`config.mk`:
```
export PLATFORM = sky130hd
export DESIGN_NAME = nested_loop_walker
export DESIGN_NICKNAME = d
export VERILOG_FILES = /design/src/rtl/nested_loop_walker.sv
export SDC_FILE = /design/constraint.sdc
export NUM_CORES = 1
export LEC_CHECK = 0
export CAP_MARGIN = 5
export CORE_MARGIN = 1
export CORE_UTILIZATION = 50
export CTS_BUF_LIST = sky130_fd_sc_hd__clkbuf_16
export DETAILED_ROUTE_END_ITERATION = 10
export PLACE_DENSITY = 0.76
export RECOVER_POWER = 50
export SLEW_MARGIN = 20
export SYNTH_ARGS = -nofsm -noshare
export SYNTH_HDL_FRONTEND = slang
export SYNTH_SLANG_ARGS = --single-unit
```
`constraint.sdc`:
```
create_clock -name clk -period 5.6 [get_ports clk]
set_clock_uncertainty 0.15 [all_clocks]
set_input_delay 0.84 -clock clk [delete_from_list [all_inputs] [get_ports clk]]
set_output_delay 0.84 -clock clk [all_outputs]
set_load 0.03 [all_outputs]
```
`src/rtl/nested_loop_walker.sv`:
```
// Two-level counted loop with inner/outer early breaks. Latency is min(inner_cnt,inner_brk)+2 cycles per outer iteration plus one DONE cycle.
// No backpressure: start is taken only in IDLE, and a start seen in any other state is dropped.
module nested_loop_walker #(
    parameter int WIDTH = 32,
    parameter int CW    = 8
) (
    input  logic             clk,
    input  logic             rst,
    input  logic             start,
    input  logic [CW-1:0]    outer_cnt,
    input  logic [CW-1:0]    inner_cnt,
    input  logic [CW-1:0]    inner_brk,
    input  logic [15:0]      step,
    input  logic [WIDTH-1:0] a_limit,
    output logic             busy,
    output logic             done,
    output logic [WIDTH-1:0] a,
    output logic [WIDTH-1:0] b
);

    typedef enum logic [1:0] {
        IDLE,
        INNER,
        OUTER_CHK,
        DONE
    } state_t;

    state_t state, state_next;

    logic [CW-1:0]    cfg_outer;
    logic [CW-1:0]    cfg_inner;
    logic [CW-1:0]    cfg_brk;
    logic [WIDTH-1:0] cfg_step;
    logic [WIDTH-1:0] cfg_limit;
    logic [CW-1:0]    i;
    logic [CW-1:0]    j;

    logic inner_exit;
    logic outer_exit;

    // Both exits read registered values, so the a>=a_limit test uses a as it was on entry to OUTER_CHK.
    always_comb begin
        inner_exit = (j == cfg_inner) || (j == cfg_brk);
        outer_exit = (a >= cfg_limit) || ((i + CW'(1)) == cfg_outer);
    end

    always_comb begin
        state_next = state;
        busy       = 1'b0;
        done       = 1'b0;
        case (state)
            IDLE: begin
                if (start) begin
                    state_next = (outer_cnt == '0) ? DONE : INNER;
                end
            end
            INNER: begin
                busy = 1'b1;
                if (inner_exit) begin
                    state_next = OUTER_CHK;
                end
            end
            OUTER_CHK: begin
                busy       = 1'b1;
                state_next = outer_exit ? DONE : INNER;
            end
            DONE: begin
                done       = 1'b1;
                state_next = IDLE;
            end
            default: state_next = IDLE;
        endcase
    end

    always_ff @(posedge clk) begin
        if (rst) begin
            state <= IDLE;
        end else begin
            state <= state_next;
        end
    end

    always_ff @(posedge clk) begin
        if (rst) begin
            cfg_outer <= '0;
            cfg_inner <= '0;
            cfg_brk   <= '0;
            cfg_step  <= '0;
            cfg_limit <= '0;
            i         <= '0;
            j         <= '0;
            a         <= '0;
            b         <= '0;
        end else begin
            case (state)
                IDLE: begin
                    if (start) begin
                        cfg_outer <= outer_cnt;
                        cfg_inner <= inner_cnt;
                        cfg_brk   <= inner_brk;
                        cfg_step  <= WIDTH'(step);
                        cfg_limit <= a_limit;
                        i         <= '0;
                        j         <= '0;
                        a         <= '0;
                        b         <= '0;
                    end
                end
                INNER: begin
                    if (!inner_exit) begin
                        a <= a + cfg_step;
                        j <= j + CW'(1);
                    end
                end
                OUTER_CHK: begin
                    b <= b + WIDTH'(1);
                    i <= i + CW'(1);
                    if (!outer_exit) begin
                        j <= '0;
                    end
                end
                default: ;
            endcase
        end
    end

endmodule

```
==> flow_summary.json, run 1 <==
{
  "cp_top_family": "simple AND/OR/NAND/NOR gates",
  "ys_seq_area_share_pct": 38.1,
  "antenna_found_initial": 0,
  "portBuffers": 140,
  "synth_simple_gate_area_share_pct": 23.0,
  "holdWs_ns": 0.305,
  "grt_setup_unrepaired": "no",
  "drc": 0,
  "synth_top_area_share_pct": 38.1,
  "ys_warn_count": 0,
  "critPathKind": "input pin to register",
  "worstPathArrival_ns": 4.01,
  "placementRows": 46,
  "ys_async_sr_fraction_pct": 0,
  "drive_gt1_share_pct": 4.55,
  "cts_tree": "yes",
  "yosys.cell_count.top_type": "nand2_1",
  "worstPathRequired_ns": 5.76,
  "die_h_um": 129,
  "ir_drop_v": 0.000242,
  "synth_area_leaders": "dfxtp_1, nand2_1, ha_1",
  "root_buffer": "clkbuf_16",
  "crit_cells": 5,
  "slew_viol_final": 42,
  "yosysUniqueCellTypes": 69,
  "powerDensity_nw_per_um2": 335,
  "synth_xor_area_share_pct": 7.91,
  "placed_area_um2": 9590,
  "synthMuxAreaShare_pct": 0.758,
  "synth-edff-count": 0,
  "cpPeakStageDelay_ns": 1.59,
  "cts_buffers": 17,
  "tns_ns": 0,
  "hpwl_um": 14000,
  "ys_ff_latch": 154,
  "clk_pin_slew_worst_paths_ns": 0.06,
  "synth_compound_area_share_pct": 16.3,
  "hold_buffers": 0,
  "critPathLaunchType": "input pin",
  "final_area_um2": 10200,
  "ios": 141,
  "syn_to_final_growth_pct": 25.7,
  "slew_headroom_pct": -41.9,
  "ctsResizeCount": 0,
  "netlist_area_um2": 8090,
  "fmax_mhz": 260,
  "globalplace.congestion": 0.871,
  "hold_viol": 0,
  "drt-pass1-iter-count": 5,
  "synthTopCellsByCount": "nand2_1, dfxtp_1, a21oi_1",
  "setup_viol": 0,
  "status": "finished, violations left",
  "via_count": 7338,
  "power.total_mw": 3.40,
  "syn-num-nets": 1143,
  "clk_path_buf_depth": 2,
  "violations": "capacitance limit, slew limit",
  "drt_iter0_markers": 435,
  "max-cap-violations": 1,
  "worstSetupStartpoint": "start",
  "gr-usage-all-layers_pct": 24.7,
  "ant_nets": 0,
  "grt_overflow": 0,
  "cp_max_fo": 41,
  "cp_slowest_cell": "and2_0",
  "synth_top_family_by_area": "simple AND/OR/NAND/NOR gates",
  "r2r_start": "state[0]$_SDFFE_PP0P_",
  "timing.rr.end": "a[23]$_SDFFE_PP0P_",
  "clk-insertion-delay-late_ns": 0.43,
  "synth-adder-area-share_pct": 8.76,
  "die_x_um": 129,
  "synth_area_leader_cell": "dfxtp_1",
  "htree_levels": 4,
  "cts.sinks": 154,
  "timing.critical_path.buf_inv": 1,
  "r2r_cells": 6,
  "wl_um": 19600,
  "post_drt_wl_per_cell_um": 14.4,
  "post_cts_buffers": 0,
  "grt_max_degree": 75,
  "syn_inst": 1012,
  "hold_path.class": "register to register",
  "worstSetupEndpoint": "a[23]$_SDFFE_PP0P_",
  "grt_pass1_vias": 6825,
  "worst-r2r-setup-slack_ns": 2.01,
  "endpoint_kind": "register",
  "grt_pass1_wl_um": 32900,
  "ys.flop_type": "dfxtp_1",
  "diodes": 0,
  "dieArea_um2": 16700,
  "worstPathCellList": "dlygate4sd3_1 -> and2_0 -> a21oi_1 -> o211ai_1 -> nand2_1",
  "tightest_slew_ns": 2.13,
  "via_per_inst": 5.40,
  "finalCritPeriodShare_pct": 68.6,
  "fin_nets": 1261,
  "fin_crit_ns": 3.84,
  "start_util_pct": 51.1,
  "core_um2": 15800,
  "avgSynthCellArea_um2": 7.99,
  "p_leak_nw": 4.04
}
per-layer routing:
layer	vias up	share of wire (%)	global-route usage [%]
met4	0	1.3	7.06
met3	18	4.8	4.71
met1	3422	48	33.6
li1	3725	-	-
met5	-	0	0
met2	173	46	39.9
placed cells by master (no fill, tap or decap), types with 4 or more instances in the layout:
master / instances
or3_1: 9
buf_4: 6
nand3_1: 41
nor3_1: 11
a2bb2oi_1: 4
nand2b_1: 7
nand2_1: 203
and4_1: 5
a22oi_1: 5
inv_1: 52
dlygate4sd3_1: 50
a21o_1: 10
nor4_1: 6
a21oi_1: 115
and3_1: 7
o211ai_1: 8
nand4_1: 24
xor2_1: 28
or4_1: 6
dfxtp_1: 154
nor2_1: 73
a211oi_1: 5
clkbuf_16: 17
a21boi_0: 4
inv_6: 6
xnor2_1: 45
or2_2: 4
ha_1: 55
o21ai_0: 22
mux2i_1: 5
clkdlybuf4s50_1: 89
where the power goes:
group / leakage (nW) / internal (mW) / switching (mW)
registers: 1.25 / 1.20 / 0.0772
clock network: 0.281 / 0.664 / 0.484
logic: 2.51 / 0.346 / 0.631
total: 4.04 / 2.21 / 1.19
flip-flops by register name, summed over array words and instances, names as in the netlist:
register   cells
i              8
cfg_outer      8
cfg_limit     32
cfg_brk        8
state          2
cfg_inner      8
cfg_step      16
b             32
j              8
a             32
worst min path at each step:
stage                                     from                         end  depth (start not counted)
global route        cfg_limit[20]$_SDFFE_PP0P_  cfg_limit[20]$_SDFFE_PP0P_                          2
CTS                  cfg_limit[7]$_SDFFE_PP0P_   cfg_limit[7]$_SDFFE_PP0P_                          2
detailed placement   cfg_limit[7]$_SDFFE_PP0P_   cfg_limit[7]$_SDFFE_PP0P_                          2
global placement     cfg_limit[8]$_SDFFE_PP0P_   cfg_limit[8]$_SDFFE_PP0P_                          2
floorplan           cfg_limit[10]$_SDFFE_PP0P_  cfg_limit[10]$_SDFFE_PP0P_                          2
finish              cfg_limit[20]$_SDFFE_PP0P_  cfg_limit[20]$_SDFFE_PP0P_                          2
tightest hold or removal path, stage by stage (launching register included):
cell and delay, ns:
dfxtp_1 0.31, nand2_1 0.05, a21oi_1 0.05
final cells by class:
type / instances / area (µm²)
Multi-Input combinational cell: 759 / 4590
Fill cell: 1396 / 5660
Sequential cell: 154 / 3080
Clock buffer: 17 / 425
Inverter: 52 / 195
Clock inverter: 15 / 163
Tap cell: 216 / 270
Timing Repair Buffer: 146 / 1440
through the flow:
step | cells | utilization [%] | setup WS [ns]
3_3_place_gp | 1327 | 60.6 | 2.23
4_1_cts | 1359 | 64.3 | 2.43
2_1_floorplan | 1012 | - | 2.87
6_report | 1359 | 64.2 | 1.76
5_1_grt | 1359 | 64.2 | 1.38
3_5_place_dp | 1327 | 60.6 | 2.19
cells by family (layout without fill, tap and decap cells):
logic type / after synthesis / count (layout)
AO/OA/AOI/OAI: 212 / 212
XOR/XNOR: 73 / 73
adder cells (fa/ha/maj): 56 / 56
buffers and inverters: 99 / 230
flip-flops: 154 / 154
multiplexers: 6 / 6
AND/OR/NAND/NOR: 412 / 412
No activity file was read; power rests on OpenSTA's default activity.
==> run 2: changes to the inputs <==
--- a/config.mk
+++ b/config.mk
@@ -7,10 +7,10 @@
 export LEC_CHECK = 0
 export CAP_MARGIN = 5
 export CORE_MARGIN = 1
-export CORE_UTILIZATION = 50
+export CORE_UTILIZATION = 48
 export CTS_BUF_LIST = sky130_fd_sc_hd__clkbuf_16
 export DETAILED_ROUTE_END_ITERATION = 10
-export PLACE_DENSITY = 0.76
+export PLACE_DENSITY = 0.77
 export RECOVER_POWER = 50
 export SLEW_MARGIN = 20
 export SYNTH_ARGS = -nofsm -noshare
==> constraint.sdc (replaced) <==
create_clock -name clk -period 3.4 [get_ports clk]
set_clock_uncertainty 0.15 [all_clocks]
set_input_delay 0.51 -clock clk [delete_from_list [all_inputs] [get_ports clk]]
set_output_delay 0.51 -clock clk [all_outputs]
set_load 0.03 [all_outputs]
==> run 2 against run 1 <==
The flow still finishes with violations (capacitance limit, slew limit). Critical path depth up 3. Sequential share of layout area down 0.16 points. Die area up 4.1%. Non-clock buffer count rose by 7. Critical endpoint is now j[1]$_SDFFE_PP0P_.
==> flow_summary.json, run 2 (synthesized netlist as in run 1, its figures left out) <==
{
  "status": "finished, violations left",
  "violations": "capacitance limit, slew limit",
  "ir_drop_v": 0.000504,
  "gr-usage-all-layers_pct": 24.1,
  "globalplace.congestion": 0.891,
  "setup_viol": 0,
  "dp_slack_ns": 0.441,
  "fmax_mhz": 335,
  "slew_headroom_pct": -3.38,
  "post_drt_wl_per_cell_um": 14.8,
  "grt_max_degree": 74,
  "regArea_um2": 3080,
  "dieArea_um2": 17400,
  "drive_gt1_share_pct": 4.70,
  "placementRows": 47,
  "final_common_cell": "nand2_1",
  "grt_overflow": 0,
  "clk_pin_slew_worst_paths_ns": 0.06,
  "drc": 0,
  "diodes": 0,
  "final_core_util_pct": 61.8,
  "grt_setup_unrepaired": "no",
  "worstPathRequired_ns": 3.61,
  "holdWs_ns": 0.305,
  "cts.sinks": 154,
  "via_per_inst": 5.36,
  "clk-insertion-delay-late_ns": 0.42,
  "timing.final.ws_setup_ns": 0.418,
  "tns_ns": 0,
  "drt_iter0_markers": 393,
  "ctsResizeCount": 0,
  "max-cap-violations": 1,
  "root_buffer": "clkbuf_16",
  "drt-pass1-iter-count": 5,
  "p_leak_nw": 4.14,
  "top_regs": "a (32), b (32), cfg_limit (32)",
  "ant_nets": 0,
  "clk_path_buf_depth": 2,
  "endpoint_kind": "register",
  "fillers": 1451,
  "worst-r2r-setup-slack_ns": 0.42,
  "critPathLaunchType": "register",
  "start_util_pct": 48.9,
  "antenna_found_initial": 0,
  "core_um2": 16500,
  "tightest_slew_ns": 1.55,
  "cp_max_fo": 8,
  "syn_to_final_growth_pct": 26.4,
  "final_cell_mix": "nand2_1, dfxtp_1, a21oi_1",
  "htree_levels": 4,
  "hold_viol": 0,
  "grt_pass1_wl_um": 33800,
  "wl_um": 20200,
  "slew_viol_final": 74,
  "fin_nets": 1268,
  "grt_pass1_vias": 6884,
  "powerDensity_nw_per_um2": 551,
  "post_cts_buffers": 0,
  "multi_input_area_um2": 4590,
  "hpwl_um": 14500,
  "ios": 141,
  "critPathKind": "register to register",
  "finalCritPeriodShare_pct": 87.7,
  "hold_path.class": "register to register",
  "worstPathArrival_ns": 3.19,
  "via_count": 7342,
  "cts_buffers": 17,
  "die_x_um": 132,
  "portBuffers": 140,
  "die_h_um": 132,
  "cts_tree": "yes",
  "fin_crit_ns": 2.98,
  "hold_buffers": 0
}
==> run 2: changes by cell type in the layout (fill, tap and decap cells not counted), moves of 2 or more <==
cell and change:
buf_4 +6, clkdlybuf4s50_1 -14, inv_6 -5, inv_1 +2, dlygate4sd3_1 +14, clkinv_1 +3
==> run 2: path summary, 6_finish.rpt <==
path	cells after the start	end	from
setup reg to reg	8	j[1]$_SDFFE_PP0P_	i[0]$_SDFFE_PP0P_
hold / removal	2	cfg_limit[29]$_SDFFE_PP0P_	cfg_limit[29]$_SDFFE_PP0P_
setup / recovery	8	j[1]$_SDFFE_PP0P_	i[0]$_SDFFE_PP0P_
hold reg to reg	2	cfg_limit[29]$_SDFFE_PP0P_	cfg_limit[29]$_SDFFE_PP0P_
==> run 2: layout make-up <==
| type | instances | share of cell area (%) |
|---|---|---|
| inverters | 52 | 1.91 |
| repair buffers | 153 | 14.6 |
| clock buffers | 17 | 4.16 |
| clock inverters | 15 | 1.55 |
| multi-input cells | 759 | 44.9 |
| flip-flops and latches | 154 | 30.2 |
| well taps | 220 | 2.69 |
==> run 2: per-stage QoR <==
stage	instances	power, mW	cell area, µm²
after global placement	1338	3.77	9640
final	1370	5.63	10200
after detailed placement	1338	3.80	9640
after CTS	1370	5.68	10200
after floorplan	1012	3.29	8090
after global routing	1370	5.96	10200
==> run 2: metal layers <==
metal,track usage [%],routed length (µm)
met5,0,0
met3,5.38,951
met4,8.01,313
met1,31.4,9280
met2,39.3,9700
==> run 2: worst max-delay path: stages (launching register included) <==
cell,delay [ns]
dfxtp_1,0.44
ha_1,0.29
nand3_2,0.12
or3_1,0.38
a211o_1,0.29
or4_4,0.52
o211ai_4,0.12
nand2b_1,0.38
mux2i_1,0.22
==> run 2: where the power goes <==
group	leakage, nW	internal [mW]	switching (mW)
Sequential	1.25	1.98	0.127
Combinational	2.60	0.580	1.07
Clock	0.284	1.14	0.739
